$ cat src/rtl/uart_pkg.sv
// uart_pkg: definitions shared by the UART transmitter and receiver.
//   - state encoding localparams and the state enum built from them
//   - default clocks-per-bit for 16.368 MHz / 115200 baud
//   - data width and idle line level
//   - even_parity(): parity helper for the optional parity bit
package uart_pkg;

  localparam int   CLKS_PER_BIT_DEF = 142;
  localparam int   DATA_W           = 8;
  localparam logic LINE_IDLE        = 1'b1;

  // Encodings are fixed so uart_rx can decode the same values.
  localparam logic [2:0] ST_IDLE   = 3'd0;
  localparam logic [2:0] ST_START  = 3'd1;
  localparam logic [2:0] ST_DATA   = 3'd2;
  localparam logic [2:0] ST_PARITY = 3'd3;
  localparam logic [2:0] ST_STOP   = 3'd4;
  localparam logic [2:0] ST_DONE   = 3'd5;

  typedef enum logic [2:0] {
    IDLE       = ST_IDLE,
    START_BIT  = ST_START,
    DATA_BITS  = ST_DATA,
    PARITY_BIT = ST_PARITY,
    STOP_BIT   = ST_STOP,
    DONE       = ST_DONE
  } uart_state_e;

  // Even parity over one data byte.
  function automatic logic even_parity(input logic [DATA_W-1:0] data);
    return ^data;
  endfunction

endpackage

$ cat src/rtl/uart_baud_cntr.sv
// uart_baud_cntr: bit-period counter with two selectable terminal counts.
//   clk_in, rst_in_n : clock, asynchronous active-low reset
//   clear            : synchronous clear back to zero
//   limit_sel        : 1 = full bit (CLKS_PER_BIT cycles), 0 = ALT_CLKS cycles
//   tc               : high on the last cycle of the selected period
// The counter wraps to zero on tc, so consecutive periods need no clear.
// ALT_CLKS defaults to a half bit for receiver centre-sampling.
module uart_baud_cntr
  import uart_pkg::*;
#(
  parameter int CLKS_PER_BIT = CLKS_PER_BIT_DEF,
  parameter int ALT_CLKS     = CLKS_PER_BIT / 2
) (
  input  logic clk_in,
  input  logic rst_in_n,
  input  logic clear,
  input  logic limit_sel,
  output logic tc
);

  localparam int CNT_W = $clog2(CLKS_PER_BIT);
  localparam logic [CNT_W-1:0] FULL_LIM = CNT_W'(CLKS_PER_BIT - 1);
  localparam logic [CNT_W-1:0] ALT_LIM  = CNT_W'(ALT_CLKS - 1);

  logic [CNT_W-1:0] count_r;
  logic [CNT_W-1:0] limit_s;

  assign limit_s = limit_sel ? FULL_LIM : ALT_LIM;
  assign tc      = (count_r == limit_s);

  // Cycle counter within the current bit period.
  always_ff @(posedge clk_in or negedge rst_in_n) begin
    if (!rst_in_n) begin
      count_r <= '0;
    end else if (clear || tc) begin
      count_r <= '0;
    end else begin
      count_r <= count_r + CNT_W'(1);
    end
  end

endmodule

$ cat src/rtl/uart_tx.sv
// uart_tx: UART transmitter, 1 start bit, 8 data bits LSB first, STOP_BITS
// stop bits, with a one-byte holding register for back-to-back frames.
//   clk_in, rst_in_n : clock, asynchronous active-low reset
//   tx_dv_in         : byte-valid strobe; accepted when tx_ready_out=1
//   tx_data_in       : byte to send, sampled only on accept
//   tx_ready_out     : holding register empty
//   tx_busy_out      : frame on the line
//   tx_done_out      : one-cycle pulse in the last stop-bit cycle
//   tx_out           : serial line, idles high
// Build option: define UART_TX_PARITY_EN to append an even parity bit
// between the data bits and the stop bits.
// All outputs come straight from flops, so the line trails the FSM state by
// one cycle. DONE is the last cycle of stop time: the final stop bit uses a
// one-cycle-short count so a frame is exactly CLKS_PER_BIT*(9+STOP_BITS).
module uart_tx
  import uart_pkg::*;
#(
  parameter int CLKS_PER_BIT = CLKS_PER_BIT_DEF,
  parameter int STOP_BITS    = 1
) (
  input  logic              clk_in,
  input  logic              rst_in_n,
  input  logic              tx_dv_in,
  input  logic [DATA_W-1:0] tx_data_in,
  output logic              tx_ready_out,
  output logic              tx_busy_out,
  output logic              tx_done_out,
  output logic              tx_out
);

  uart_state_e       state_r;
  uart_state_e       next_state_s;
  logic              ready_r;
  logic [DATA_W-1:0] hold_r;
  logic [DATA_W-1:0] shift_r;
  logic [2:0]        bit_idx_r;
  logic              tx_r;
  logic              busy_r;
  logic              done_r;
  logic              accept_s;
  logic              load_s;
  logic              clear_s;
  logic              limit_sel_s;
  logic              tc_s;
  logic              stop_last_s;
  logic              line_s;
`ifdef UART_TX_PARITY_EN
  logic              parity_r;
`endif

  assign accept_s    = tx_dv_in && ready_r;
  // With two stop bits, bit_idx wraps to 0 after the data and marks the
  // second stop bit with a 1.
  assign stop_last_s = (STOP_BITS == 1) ? 1'b1 : bit_idx_r[0];
  assign limit_sel_s = !((state_r == STOP_BIT) && stop_last_s);
  assign clear_s     = (next_state_s != state_r) || (state_r == IDLE);

  uart_baud_cntr #(
    .CLKS_PER_BIT (CLKS_PER_BIT),
    .ALT_CLKS     (CLKS_PER_BIT - 1)
  ) u_baud (
    .clk_in    (clk_in),
    .rst_in_n  (rst_in_n),
    .clear     (clear_s),
    .limit_sel (limit_sel_s),
    .tc        (tc_s)
  );

  // Next-state and shifter-load decode.
  always_comb begin
    next_state_s = state_r;
    load_s       = 1'b0;
    case (state_r)
      IDLE, DONE: begin
        if (!ready_r) begin
          load_s       = 1'b1;
          next_state_s = START_BIT;
        end else begin
          next_state_s = IDLE;
        end
      end
      START_BIT: begin
        if (tc_s) next_state_s = DATA_BITS;
        else      next_state_s = START_BIT;
      end
      DATA_BITS: begin
        if (tc_s && (bit_idx_r == 3'd7)) begin
`ifdef UART_TX_PARITY_EN
          next_state_s = PARITY_BIT;
`else
          next_state_s = STOP_BIT;
`endif
        end else begin
          next_state_s = DATA_BITS;
        end
      end
`ifdef UART_TX_PARITY_EN
      PARITY_BIT: begin
        if (tc_s) next_state_s = STOP_BIT;
        else      next_state_s = PARITY_BIT;
      end
`endif
      STOP_BIT: begin
        if (tc_s && stop_last_s) next_state_s = DONE;
        else                     next_state_s = STOP_BIT;
      end
      default: next_state_s = IDLE;
    endcase
  end

  // Line level implied by the current state.
  always_comb begin
    line_s = LINE_IDLE;
    case (state_r)
      START_BIT: line_s = 1'b0;
      DATA_BITS: line_s = shift_r[0];
`ifdef UART_TX_PARITY_EN
      PARITY_BIT: line_s = parity_r;
`endif
      default:   line_s = LINE_IDLE;
    endcase
  end

  // FSM state register.
  always_ff @(posedge clk_in or negedge rst_in_n) begin
    if (!rst_in_n) state_r <= IDLE;
    else           state_r <= next_state_s;
  end

  // Holding register; a load frees the slot before any new accept fills it.
  always_ff @(posedge clk_in or negedge rst_in_n) begin
    if (!rst_in_n) begin
      ready_r <= 1'b1;
      hold_r  <= '0;
    end else if (accept_s) begin
      ready_r <= 1'b0;
      hold_r  <= tx_data_in;
    end else if (load_s) begin
      ready_r <= 1'b1;
    end else begin
      ready_r <= ready_r;
    end
  end

  // Shift register and bit index (data bits, then stop bits).
  always_ff @(posedge clk_in or negedge rst_in_n) begin
    if (!rst_in_n) begin
      shift_r   <= '0;
      bit_idx_r <= 3'd0;
    end else if (load_s) begin
      shift_r   <= hold_r;
      bit_idx_r <= 3'd0;
    end else if (tc_s && (state_r == DATA_BITS)) begin
      shift_r   <= {1'b0, shift_r[DATA_W-1:1]};
      bit_idx_r <= bit_idx_r + 3'd1;
    end else if (tc_s && (state_r == STOP_BIT)) begin
      bit_idx_r <= bit_idx_r + 3'd1;
    end else begin
      shift_r   <= shift_r;
    end
  end

`ifdef UART_TX_PARITY_EN
  // Parity computed once, when the byte enters the shifter.
  always_ff @(posedge clk_in or negedge rst_in_n) begin
    if (!rst_in_n)   parity_r <= 1'b0;
    else if (load_s) parity_r <= even_parity(hold_r);
    else             parity_r <= parity_r;
  end
`endif

  // Registered outputs.
  always_ff @(posedge clk_in or negedge rst_in_n) begin
    if (!rst_in_n) begin
      tx_r   <= LINE_IDLE;
      busy_r <= 1'b0;
      done_r <= 1'b0;
    end else begin
      tx_r   <= line_s;
      busy_r <= (state_r != IDLE);
      done_r <= (state_r == DONE);
    end
  end

  assign tx_out       = tx_r;
  assign tx_busy_out  = busy_r;
  assign tx_done_out  = done_r;
  assign tx_ready_out = ready_r;

endmodule

$ cat config.mk
export PLATFORM = sky130hd
export DESIGN_NAME = uart_tx
export DESIGN_NICKNAME = d
export VERILOG_FILES = /design/src/rtl/uart_pkg.sv /design/src/rtl/uart_baud_cntr.sv /design/src/rtl/uart_tx.sv
export SDC_FILE = /design/constraint.sdc
export NUM_CORES = 1
export LEC_CHECK = 0
export ABC_AREA = 1
export CAP_MARGIN = 30
export CORE_UTILIZATION = 50
export DETAILED_ROUTE_END_ITERATION = 6
export PLACE_DENSITY = 0.74
export SYNTH_ARGS = -nofsm -noshare
export SYNTH_HDL_FRONTEND = slang
export SYNTH_SLANG_ARGS = --single-unit
$ cat constraint.sdc
create_clock -name clk_in -period 1.3 [get_ports clk_in]
set_input_delay 0.39 -clock clk_in [delete_from_list [all_inputs] [get_ports clk_in]]
set_output_delay 0.39 -clock clk_in [all_outputs]
set_load 0.01 [all_outputs]
Word-level counts from Yosys, hierarchy flattened:

Cells that the tools add are included.

* output and inout bits: 4
* bits of input ports: 11
* bits in registers: 34

* reductions and logical operators: 12
* add/sub/neg operators: 2
* multiplexer cells: 17
* equality and inequality tests: 7

Operator list (count)
* 8-bit 2-to-1 mux: 3
* 3-bit 2-to-1 mux: 4
* 3-bit one-hot mux with 4 select lines: 1
* 3-bit equality test, second input constant: 3
* 8-bit by 1-bit adder with 8-bit output, second input constant: 1
* 8-bit equality test: 1
* 1-bit 2-to-1 mux: 7
* 3-bit nonzero test: 2
* 1-bit logical AND: 4
* 2-bit nonzero test: 2
* 3-bit by 1-bit adder with 3-bit output, second input constant: 1
* 3-bit by 1-bit equality test with 1-bit output, second input constant: 1
* 3-bit by 2-bit equality test with 1-bit output, second input constant: 1
* 3-bit zero test: 1
* 3-bit != test: 1
* 1-bit logical OR: 2
* 2-bit 2-to-1 mux: 1
* 1-bit one-hot mux with 2 select lines: 1
* 2-bit OR reduction: 1

Logic depth before layout (Yosys ltp):

Gate-level depths: netlist (run 1).

* word-level depth: 10
* mapped depth: 9
* depth with buffers taken out: 8

By module:

From an unflattened synthesis (run 1), not the netlist that was laid out.

* cell total of the unflattened synthesis: 190
* area, all modules: 1740.4 sq um

Modules (own cells, without submodules)
* uart_tx: seq. area each 653.1 sq um, cells an instance 126, area an instance 1280.0 sq um, times used 1
* uart_baud_cntr: seq. area each 200.2 sq um, cells an instance 64, area an instance 460.4 sq um, times used 1

Least setup slack after synthesis (run 1):

Ideal clock, no wire load.

* kind: flip-flop to flip-flop
* start point: register state_r[0]
* end point: register shift_r[2]
* buffers on the path: 1
* data arrival time: 1.249 ns
* stages on the path, launching flop included: 9
* clock period less this slack: 1.368 ns
* required time: 1.181 ns
* path slack: -0.068 ns
* cell sequence: dfrtp_1 nor2_4 nand2_1 nand2_1 nand4_1 nand2_4 buf_6 nand3_2 o21a_1

* longest elaborated chain between the ends: 5
* elaborated cells on any way between the ends: 11
* classes of those cells: eq/ne: 4; mux: 3; reduce/logical: 4

RTL lines
* start: declaration: line uart_tx.sv:31 `uart_state_e state_r;`
* start signal: assignment: line uart_tx.sv:127 `else state_r <= next_state_s;`
* 3-bit equality test: line uart_tx.sv:55 `assign limit_sel_s = !((state_r == STOP_BIT) && stop_last_s);`
* 1-bit 2-to-1 mux: line uart_baud_cntr.sv:28 `assign limit_s = limit_sel ? FULL_LIM : ALT_LIM;`
* 8-bit equality test: line uart_baud_cntr.sv:29 `assign tc = (count_r == limit_s);`
* 1-bit logical AND: line uart_tx.sv:153 `end else if (tc_s && (state_r == DATA_BITS)) begin`
* 2-bit nonzero test (no source line)
* end signal: assignment: line uart_tx.sv:151 `shift_r <= hold_r;`
* end signal: assignment: line uart_tx.sv:154 `shift_r <= {1'b0, shift_r[DATA_W-1:1]};`
* end signal: assignment: line uart_tx.sv:159 `shift_r <= shift_r;`
* end: declaration: line uart_tx.sv:35 `logic [DATA_W-1:0] shift_r;`

Parallel ways exist; a longest one is shown, timed or not.
A chain may end at the register's enable or synchronous reset.

Worst setup path in the final report (run 1):

* start point: register state_r[1]
* end point: register shift_r[5]

The elaborated chain is that of the path after synthesis.

==> impl_metrics.ini, run 1 <==
[run_status]
status = finished with violations
violations = setup timing

[clocking]
numCtsBuffers = 5
clk_latency_ns = 0.33
cts_root_buf = clkbuf_4
clock_path_buffers = 2
htreeDepth = 2
cts_hold_buf = 0
cts_sinks = 34
clkTransAtPathRegs_ns = 0.10
cts_tree = yes

[placement]
dp.cells = 248
dp_hpwl_um = 2220
gp_congestion = 0.824
io_buffer_count = 14

[critical_path]
path_max_fanout = 6
cp_data_required_time_ns = 1.56
rr_startpoint = state_r[1]
regToRegSetupSlack_ns = -0.23
path_class = reg2reg
r2r_cells = 8
arrival_ns = 1.80
end_kind = flip-flop
worstReg2RegEnd = shift_r[5]
worstSetupStartpointType = flip-flop

[job]
maxCapViolCount = 0

[global_routing]
grt_pass1_wl_um = 5780
grt_usage = 0.232
grt_pass1_vias = 1350
grt_max_degree = 35
overflow = 0
antenna_found_initial = 0

[logic_synthesis]
synth_most_common_cell = nand2_1
yosysTopAreaCell = dfrtp_1
synth_common_cells = 36 x nand2_1, 32 x dfrtp_1, 15 x inv_1, 15 x nor2_1, 11 x nand3_1
synth_top_area_frac = 0.502
synth_ff_type = dfrtp_1
syn_area_um2 = 1600
async_flop_share = 1.00
syn_inst = 165
synth-seq-cells = 34
ys_seq_area_frac = 0.534
synth_nets = 179
synth.distinct_cells = 25
syn_avg_cell_area_um2 = 9.68
yosys-top-cells-area = dfrtp_1 50%, nand2_1 8.5%, mux2_2 4.2%
synth_warnings = 0
synth-edff-count = 0

[sta]
finalCritPeriodShare = 1.18
fmaxAchievable_mhz = 652
hold_viol = 0
finalSetupViolCount = 24
finalClockSkew_ns = 0.00362
worstMarginPinSlew_ns = 0.357
max_slew_margin = 0.759
final.setup.worst_slack_ns = -0.234
drv_slew = 0
tns_ns = -4.13
rsz0062_at_grt = yes
hold_ws_ns = 0.409
fin_crit_ns = 1.53

[drt]
first_iter_violations = 50
wl_um = 3480
viasPerCell = 4.97
drc = 0
antenna_left = 0
routedWlPerCell_um = 13.0
drt_pass1_iterations = 4
vias = 1328

[floorplan]
pin_count = 15
num_rows = 20
die_x_um = 58.5
die_h_um = 58.5
core_um2 = 3050
start_util = 0.523
die-area_um2 = 3420

[finish]
syn_to_final_growth_pct = 41.0
seq_area_um2 = 856
multi_input_area_um2 = 751
num_antenna_cells = 0
nNetsFinal = 236
post_route_cells_drive_above_1_share = 0.430
fillers = 228
layout.cells.non_filler = 267

[min_path]
hp-class = in2async

[pwr]
p_leak_nw = 1.09
peakVddDrop_mv = 0.997
power_density_nw_per_um2 = 1730
-- layer usage --
layer / GRT usage / share of wire / vias up / wire length, µm
met5: 0 / 0 / - / 0
met4: 0.122 / 0.013 / 0 / 44
met3: 0.0703 / 0.038 / 5 / 133
met2: 0.412 / 0.54 / 22 / 1880
met1: 0.246 / 0.41 / 645 / 1420
li1: - / - / 656 / -
-- registers in the layout (all words and copies together), names as in the netlist --
signal	cells
state_r	3
hold_r	8
u_baud.count_r	8
tx_done_out	1
bit_idx_r	3
shift_r	8
tx_out	1
tx_busy_out	1
tx_ready_out	1
-- final cells by class --
type,count,share of cell area
timing repair buffer,51,0.200
inverter,16,0.0267
sequential,34,0.380
multi-input combinational,114,0.334
clock buffer,8,0.0350
tap,44,0.0245
-- critical path: stages (launching register included) --
cell     delay [ns]
dfrtp_1        0.45
nor2_4         0.21
nand2_2        0.10
nand2_4        0.08
nand4_1        0.19
nand2_4        0.20
buf_6          0.13
nand2_2        0.04
o21ai_1        0.07
-- report_power, final --
part	switching [W]	internal (W)	leakage [nW]
Combinational	0.000742	0.000752	0.631
Clock	0.000340	0.000369	0.0446
Sequential	0.000217	0.00146	0.410
Total	0.00130	0.00258	1.09
-- through the flow --
step                power [W]  setup slack [ns]  utilization  area [µm²]
finish                0.00388            -0.234        0.737        2250
global route          0.00416            -0.291        0.737        2250
CTS                   0.00380            -0.191        0.714        2180
detailed placement    0.00301            -0.241        0.657        2010
global placement      0.00291            -0.196        0.657        2010
floorplan             0.00248           -0.0464            -        1610
-- placed cells by master (no fill, tap or decap), drive strengths merged --
cell           instances
buf                   41
nand2                 41
dfrtp                 32
nor2                  18
inv                   16
nand3                 14
o21ai                 12
clkdlybuf4s50         10
clkbuf                 8
nand4                  6
mux2                   6
xnor2                  3
xor2                   3
a21oi                  3
o21a                   3
ha                     3
dfstp                  2
nor3                   1
nand3b                 1
-- kinds of logic after synthesis --
| family | share of synthesized area |
|---|---|
| AO/OA/AOI/OAI | 0.0705 |
| XOR/XNOR | 0.0329 |
| adder cells (fa/ha/maj) | 0.0235 |
| buffers and inverters | 0.0517 |
| flip-flops | 0.534 |
| multiplexers | 0.0423 |
| AND/OR/NAND/NOR | 0.245 |
-- worst max path at each step --
stage,from,end,slack [ns],cells past startpoint
after detailed placement,tx_dv_in,hold_r[0],-0.24,3
after global routing,state_r[1],shift_r[5],-0.29,8
after global placement,tx_dv_in,hold_r[7],-0.20,3
after CTS,state_r[0],bit_idx_r[2],-0.19,8
after floorplan,state_r[1],shift_r[2],-0.05,8
final,state_r[1],shift_r[5],-0.23,8
-- what timing repair did --
| action | CTS | global route |
|---|---|---|
| setup endpoints to repair | 23 | 27 |
| buffers inserted | 8 | 3 |
| gates resized for setup | 34 | 20 |
| cloned | 1 | 0 |
| pin swaps | 10 | 16 |
No activity file was read; power rests on OpenSTA's default activity.
==> inputs of run 2 (changes only) <==
Settings changed: ABC_AREA 1 to not set, CAP_MARGIN 30 to 0, HOLD_SLACK_MARGIN set to 0.03, PLACE_DENSITY 0.74 to 0.73.
==> run 2 against run 1 <==
Compared with the run above: the flow still finishes with violations (setup timing); wire length grew 29%; synthesized area grew 12%; synthesized cell count shrank 0.61%; cell count shrank 2.6%; hold slack lost 0.018 ns; final area grew 9.7%; via count grew 17%; global-route usage grew 3.0 points; largest cell class is now multi-input combinational cells; highest routed layer unchanged.
==> impl_metrics.ini, run 2 <==
[critical_path]
crit_slowest_cell = dfrtp_1
end_kind = flip-flop
crit_chain = or3b_4, a2111oi_4, buf_4, mux2i_1
cp_data_required_time_ns = 1.57
arrival_ns = 1.93
cp_slowest_stage_delay_ns = 0.43
path_max_fanout = 3
worstSetupStartpointType = flip-flop
path_class = reg2reg

[logic_synthesis]
yosysTopAreaCell = dfrtp_1
synth_warnings = 0
synth-edff-count = 0
yosys-top-cells-area = dfrtp_1 45%, mux2_2 5.1%, dfstp_2 2.9%
async_flop_share = 1.00
synth-seq-cells = 34
synth_nets = 178
syn_inst = 164
syn_avg_cell_area_um2 = 10.9
syn_area_um2 = 1780
synth_most_common_cell = dfrtp_1
ys_seq_area_frac = 0.479
synth_top_area_frac = 0.449
synth_common_cells = 32 x dfrtp_1, 10 x o21ai_0, 9 x clkbuf_1, 8 x mux2_2, 8 x nand4_1
synth_ff_type = dfrtp_1
synth.distinct_cells = 46

[clocking]
cts_sinks = 34
clkTransAtPathRegs_ns = 0.10
htreeDepth = 2
clock_path_buffers = 2
cts_tree = yes
clk_latency_ns = 0.35
numCtsBuffers = 5
cts_root_buf = clkbuf_4

[sta]
finalSetupViolCount = 24
drv_slew = 0
fmaxAchievable_mhz = 601
worstMarginPinSlew_ns = 0.431
fin_crit_ns = 1.66
tns_ns = -4.75
hold_ws_ns = 0.391
finalCritPeriodShare = 1.28
finalClockSkew_ns = 0.00387
rsz0062_at_grt = yes
final.setup.worst_slack_ns = -0.364
hold_viol = 0
max_slew_margin = 0.712

[min_path]
hp-class = in2async

[drt]
viasPerCell = 6.00
drc = 0
vias = 1560
antenna_left = 0
drt_pass1_iterations = 4
first_iter_violations = 106
wl_um = 4490
routedWlPerCell_um = 17.3

[pwr]
p_int_w = 0.00262
power.total_w = 0.00403
clkPwrFrac = 0.157
peakVddDrop_mv = 0.838
pwr-share-comb = 0.423
p_sw_w = 0.00140
sequentialPowerShare = 0.420
p_leak_nw = 1.01
switching_share = 0.349
power_density_nw_per_um2 = 1630

[global_routing]
antenna_found_initial = 0
overflow = 0
grt_pass1_wl_um = 6960
grt_pass1_vias = 1498
grt_max_degree = 35
grt_usage = 0.261

[floorplan]
die_h_um = 61.7
die_x_um = 61.7
start_util = 0.530
die-area_um2 = 3810
pin_count = 15
num_rows = 21
core_um2 = 3360

[finish]
postLayoutCellArea_um2 = 2470
num_antenna_cells = 0
reg_top3 = hold_r: 8 flops, shift_r: 8 flops, u_baud.count_r: 8 flops
final_common_cell = buf_4
syn_to_final_growth_pct = 38.6
layout_common_cells = 32 x buf_4, 31 x dfrtp_1, 10 x o21ai_0, 10 x clkdlybuf4s50_1, 10 x buf_6
final_util = 0.734
post_route_cells_drive_above_1_share = 0.425
fillers = 229
nNetsFinal = 227

[placement]
io_buffer_count = 14
gp_congestion = 0.815
dpl_cell_area_um2 = 2210
dp_hpwl_um = 2800

[run_status]
status = finished with violations
violations = setup timing

[job]
maxCapViolCount = 0
==> run 2: cell count changes in the layout (fill, tap and decap cells not counted), moves of 5 or more <==
cell     previous run  this run
nand2_4             5         0
nor3_1              0         6
nor2_1              9         2
a31oi_1             0         6
o21ai_0             3        10
nor2_2              7         1
nand2_1            27         5
o21ai_1             6         0
nand2_2             9         1
inv_1              12         4
nand3_2             5         0
==> run 2: stage by stage <==
| step | setup slack [ns] | instances |
|---|---|---|
| 2_1_floorplan | -0.250 | 164 |
| 3_3_place_gp | -0.236 | 243 |
| 3_5_place_dp | -0.333 | 243 |
| 4_1_cts | -0.284 | 258 |
| 5_1_grt | -0.415 | 260 |
| 6_report | -0.364 | 260 |
==> run 2: path summary, 6_finish.rpt <==
path	from	to	slack [ns]	cells past startpoint
max	state_r[2]	bit_idx_r[1]	-0.36	4
max in group asynchronous	rst_in_n	tx_ready_out	0.67	2
max reg2reg	state_r[2]	bit_idx_r[1]	-0.36	4
min in group clk_in	hold_r[7]	hold_r[7]	0.52	1
min reg2reg	hold_r[7]	hold_r[7]	0.52	1
min	rst_in_n	u_baud.count_r[6]	0.39	2
==> run 2: kinds of logic (layout without fill, tap and decap cells) <==
family,after synthesis,count (layout),synth area share
xor gates and xnor gates,4,4,0.0197
adders and majority gates,3,3,0.0211
buffers and inverters,18,68,0.0484
AOI/OAI and AO/OA,44,44,0.177
and+or+nand+nor,50,50,0.187
DFF,34,34,0.479
muxes,11,11,0.0674
==> run 2: layout make-up <==
class	instances	area, µm²	share of cell area
well taps	46	57.6	0.0233
flip-flops and latches	34	855	0.346
repair buffers	56	503	0.204
clock buffers	6	51.3	0.0208
multi-input cells	112	975	0.395
clock inverters	2	12.5	0.00507
inverters	4	15.0	0.00608
==> run 2: metal layers <==
layer  track usage  vias up  share of wire
met5             0        -              0
met4         0.127        0          0.029
li1              -      717              -
met3        0.0828       15          0.058
met2         0.441       65           0.51
met1         0.301      763           0.40
==> run 2: power by group through the flow <==
stage	Combinational, W	Clock (W)	Sequential, W
floorplan	0.000843	0	0.00169
global placement	0.00143	0	0.00166
detailed placement	0.00148	0	0.00168
CTS	0.00157	0.000643	0.00168
global route	0.00186	0.000688	0.00173
finish	0.00170	0.000630	0.00169
==> run 2: critical path: cells and delay by family, from the launching register on <==
family	cells	cell delay [ns]
AOI/OAI and AO/OA	1	0.31
buffers and inverters	1	0.20
DFF	1	0.43
muxes	1	0.22
and+or+nand+nor	1	0.42
==> run 2: what timing repair did <==
| item | in CTS | in global routing |
|---|---|---|
| hold buffers | 0 | 0 |
| resized for setup | 37 | 15 |
| endpoints found under the setup margin | 26 | 32 |
| cloned | 1 | 1 |
| pin swaps | 9 | 5 |
| setup buffers | 7 | 2 |
==> inputs of run 3 (changes only) <==
Settings changed: DONT_BUFFER_PORTS set to 1, PLACE_DENSITY 0.73 to 0.68, SETUP_SLACK_MARGIN set to 0.3, SLEW_MARGIN set to 30.
==> run 3 against run 2 <==
Compared with the run above: the run ends with hold timing, setup timing left; global-route usage down 0.75 points; critical path type unchanged; clock-buffer cell count down 1; via count down 0.83%; setup slack better by 0.069 ns; register-to-register slack better by 0.07 ns; clock power up 57%; sequential share of layout area down 0.38 points; critical path depth up 1; total power up 12%; clock skew up 0.0088 ns; combinational power up 6%; cell count down 5.8%.
==> impl_metrics.ini, run 3 (same netlist as run 2, synthesis figures left out) <==
[sta]
fin_crit_ns = 1.59
fmaxAchievable_mhz = 627
finalSetupViolCount = 23
worstMarginPinSlew_ns = 0.413
drv_slew = 0
final.setup.worst_slack_ns = -0.295
finalClockSkew_ns = 0.0127
hold_ws_ns = -0.281
finalCritPeriodShare = 1.23
max_slew_margin = 0.725
rsz0062_at_grt = yes
hold_viol = 34

[finish]
seq_area_um2 = 857
fillers = 214
syn_to_final_growth_pct = 40.5
final_common_cell = dfrtp_1
nNetsFinal = 212
layout.cells.non_filler = 245
reg_top3 = hold_r: 8 flops, shift_r: 8 flops, u_baud.count_r: 8 flops
post_route_cells_drive_above_1_share = 0.497
layout_common_cells = 29 x dfrtp_1, 26 x buf_4, 12 x buf_6, 10 x o21ai_0
multi_input_area_um2 = 1110
num_antenna_cells = 0

[drt]
antenna_left = 0
viasPerCell = 6.31
wl_met3_um = 209
route.met2.wl_um = 2330
wl_met1_um = 1940
drt_pass1_iterations = 4
drc = 0
routedWlPerCell_um = 18.6
highest_layer = met4
vias = 1547
wl_um = 4560
first_iter_violations = 88

[pwr]
p_sw_w = 0.00147
power_density_nw_per_um2 = 1800
peakVddDrop_mv = 1.34
clkPwrFrac = 0.219
p_leak_nw = 0.997
pwr-share-comb = 0.402
p_int_w = 0.00304
switching_share = 0.326
power.total_w = 0.00451
sequentialPowerShare = 0.379

[clocking]
clock_path_buffers = 2
cts_sinks = 34
clk_latency_ns = 0.35
numCtsBuffers = 5
cts_root_buf = clkbuf_4
clkTransAtPathRegs_ns = 0.11
cts_tree = yes
htreeDepth = 2

[global_routing]
grt_usage = 0.254
grt_pass1_vias = 1397
grt_max_degree = 35
antenna_found_initial = 0
grt_pass1_wl_um = 6860
overflow = 0

[job]
maxCapViolCount = 0

[critical_path]
crit_buf_inv = 2
cp_data_required_time_ns = 1.54
end_kind = flip-flop
path_common_cell = buf_6
path_max_fanout = 6
crit_chain = buf_6, buf_6, or3b_4, nor3_4, o221ai_2
path_class = reg2reg
worstSetupStartpointType = flip-flop
cp_top_family = simple AND/OR/NAND/NOR gates
regToRegSetupSlack_ns = -0.29
cp_slowest_stage_delay_ns = 0.44
arrival_ns = 1.83
crit_slowest_cell = dfrtp_2

[run_status]
status = finished with violations
violations = hold timing, setup timing

[min_path]
hp-class = in2async

[floorplan]
die-area_um2 = 3810
pin_count = 15
start_util = 0.530
die_x_um = 61.7
die_h_um = 61.7
core_um2 = 3360
num_rows = 21

[placement]
dp.cells = 226
gp_congestion = 0.827
io_buffer_count = 0
dp_hpwl_um = 2590
## run 3: path summary, 6_finish.rpt
check / from / to / cells after the start
hold / removal: rst_in_n / state_r[2] / 0
min in group clk_in: tx_data_in[5] / hold_r[5] / 1
max in group asynchronous: rst_in_n / tx_ready_out / 0
setup reg to reg: state_r[2] / shift_r[3] / 5
setup / recovery: state_r[2] / shift_r[3] / 5
hold reg to reg: hold_r[7] / hold_r[7] / 1
## run 3: per-stage QoR
stage	utilization	hold WS, ns	cell area (µm²)	setup TNS, ns	setup WS [ns]
3_3_place_gp	0.605	0.0954	2030	-3.70	-0.252
3_5_place_dp	0.605	0.0951	2030	-4.58	-0.314
5_1_grt	0.744	-0.317	2500	-5.93	-0.350
4_1_cts	0.703	-0.295	2370	-4.83	-0.338
6_report	0.744	-0.281	2500	-5.08	-0.295
2_1_floorplan	-	0.0944	1860	-3.05	-0.250
## run 3: power by group through the flow
| stage | clock network [W] | logic [W] | registers (W) |
|---|---|---|---|
| 3_3_place_gp | 0 | 0.00126 | 0.00168 |
| 4_1_cts | 0.000998 | 0.00159 | 0.00169 |
| 3_5_place_dp | 0 | 0.00129 | 0.00169 |
| 2_1_floorplan | 0 | 0.000859 | 0.00170 |
| 6_report | 0.000986 | 0.00181 | 0.00171 |
| 5_1_grt | 0.00105 | 0.00196 | 0.00175 |
## run 3: final cells by class
cell class | count | share of cell area
multi-input cells | 113 | 0.444
flip-flops and latches | 34 | 0.342
inverters | 4 | 0.00600
clock inverters | 3 | 0.0275
clock buffers | 5 | 0.0150
well taps | 46 | 0.0230
repair buffers | 40 | 0.142
## run 3: routing by layer
| layer | GRT usage | up-vias |
|---|---|---|
| met5 | 0 | - |
| met4 | 0.0952 | 0 |
| met3 | 0.0518 | 9 |
| met2 | 0.407 | 57 |
| met1 | 0.341 | 791 |
| li1 | - | 690 |
## run 3: what timing repair did
action | in CTS | in global routing
endpoints found under the setup margin | 37 | 38
cloned | 0 | 2
resized for setup | 38 | 19
endpoints found under the hold margin | 34 | 34
pin swaps | 16 | 21
setup buffers | 5 | 4
==> RTL edit: new RTL, settings of run 3 <==
Add a define of `UART_TX_PARITY_EN`.
--- a/src/rtl/uart_tx.sv
+++ b/src/rtl/uart_tx.sv
@@ -12,6 +12,8 @@
 // All outputs come straight from flops, so the line trails the FSM state by
 // one cycle. DONE is the last cycle of stop time: the final stop bit uses a
 // one-cycle-short count so a frame is exactly CLKS_PER_BIT*(9+STOP_BITS).
+`define UART_TX_PARITY_EN
+
 module uart_tx
   import uart_pkg::*;
 #(
Check against the original RTL: same outputs for any inputs over 10 cycles, from zero or initial values and one cycle with rst_in_n low; that may be too few to reach the edited logic, so the function may still have changed.
==> RTL edit against run 3 <==
The run still ends with negative hold slack, negative setup slack left; design area decreased by 11%; area after synthesis decreased by 6.5%; clock skew decreased by 0.0047 ns; non-clock buffer count decreased by 4; global-route usage decreased by 3.9 points; synthesized cell count decreased by 11%; wire length decreased by 21%; first-iteration DRC count decreased by 39%; critical path type unchanged; worst setup slack improved by 0.056 ns; sequential cell count increased by 1.
Power is not compared: it rests on default switching activity, and its combinational part moved more than twofold at a synthesized area within 25%.
==> RTL edit: results (changes against run 3) <==
Parameter                              Value

Status
  Result of the run    complete, but fails checks
  Failing checks    negative hold slack, negative setup slack

Clock tree
  Post-cts gate resize count    27 (-29%)

Worst setup path
  Count of cells along the worst register-to-register path    6 (+1)
  Arrival time reported for the critical path endpoint    1.77 ns (-0.06 ns)
  Slowest stage delay, CP    0.52 ns (+0.08 ns)
  CP max FO    5 (-1)

Placement
  Total cell area at the placement stage    1897 sq um (-6.7%)
  Setup Slack @ Placement    -0.2450 ns (+0.06935 ns)
  Instance count after placement with tap cells included    208 (-8.0%)
  Weighted congestion at the end of routability-driven global placement    0.7978 (-3.5%)
  Post-DP HPWL    2197 microns (-15%)

Finish
  Fraction of final layout cells sized beyond drive strength 1    40.54% (-9.2 points)
  Layout filler cell count    231 (+7.9%)
  Number of nets at the end of the flow    198 (-6.6%)

Detailed routing
  DRT Wirelength    3618 microns (-21%)
  Vias    1,225 (-21%)

STA
  Setup_tns    -4.458 ns (+0.6225 ns)
  Final Hold Vio Count    35 (+2.9%)
  Fin worst setup slack    -0.2386 ns (+0.05635 ns)
  Worst hold slack    -0.2691 ns (+0.01209 ns)
  Largest clock skew in the final design    0.007985 ns (-0.004726 ns)
  Final-report setup violation count    23 (unchanged)

Synthesis
  Count of mapped cells out of synthesis    146 (-11%)
  Fraction of synthesized area in multiplexers    10.81% (+4.1 points)
  Synth cell types    37 (-20%)
  Post-synthesis share of cell area spent on xor and xnor gates    7.883% (+5.9 points)
  Share of synthesized area occupied by flip-flops and latches    52.70% (+4.8 points)
  Synth Area in Adders    2.252% (+0.15 points)

Global route
  GRT Util Overall    21.49% (-3.9 points)
  Pin count of the biggest net entering global routing    36 (+2.9%)
[RTL edit: cell types whose count changed after synthesis, sizes merged, moves of 6 or more]
cell | before | now
o21ai | 10 | 2
mux2i | 3 | 9
nor2 | 3 | 19
clkbuf | 9 | 2
xnor2 | 1 | 9
nor3 | 7 | 1
o31ai | 6 | 0
[RTL edit: cell type report]
type	count	area (sq um)	share of cell area (%)
repair buffers	36	315.3	14.17
multi-input cells	103	890.9	40.05
inverters	3	13.76	0.6187
flip-flops and latches	35	880.8	39.60
well taps	44	55.05	2.475
clock buffers	8	68.82	3.093
[RTL edit: how the worst max path moves through the flow]
stage	start	endpoint	slack (ns)	cells past startpoint
final	state_r[2]	shift_r[1]	-0.24	6
after global placement	u_baud.count_r[1]	u_baud.count_r[2]	-0.18	5
after detailed placement	u_baud.count_r[1]	shift_r[1]	-0.25	5
after CTS	u_baud.count_r[4]	shift_r[1]	-0.23	5
after global routing	u_baud.count_r[1]	shift_r[1]	-0.38	5
after floorplan	state_r[0]	shift_r[7]	-0.25	6
[RTL edit: power by group through the flow]
stage | sequential [W] | combinational [W] | clock (W)
finish | 0.00138 | 0.000643 | 0.000659
global route | 0.00139 | 0.000678 | 0.000745
CTS | 0.00138 | 0.000622 | 0.000679
detailed placement | 0.00139 | 0.000548 | 0
global placement | 0.00137 | 0.000534 | 0
floorplan | 0.00134 | 0.000472 | 0
[RTL edit: layer usage]
| metal | vias to the layer above | global-route usage [%] | part of all wire, % |
|---|---|---|---|
| met2 | 25 | 35.24 | 54 |
| met1 | 602 | 26.32 | 42 |
| met5 | - | 0 | 0 |
| met3 | 4 | 7.143 | 3.4 |
| met4 | 0 | 7.973 | 0.83 |
| li1 | 594 | - | - |
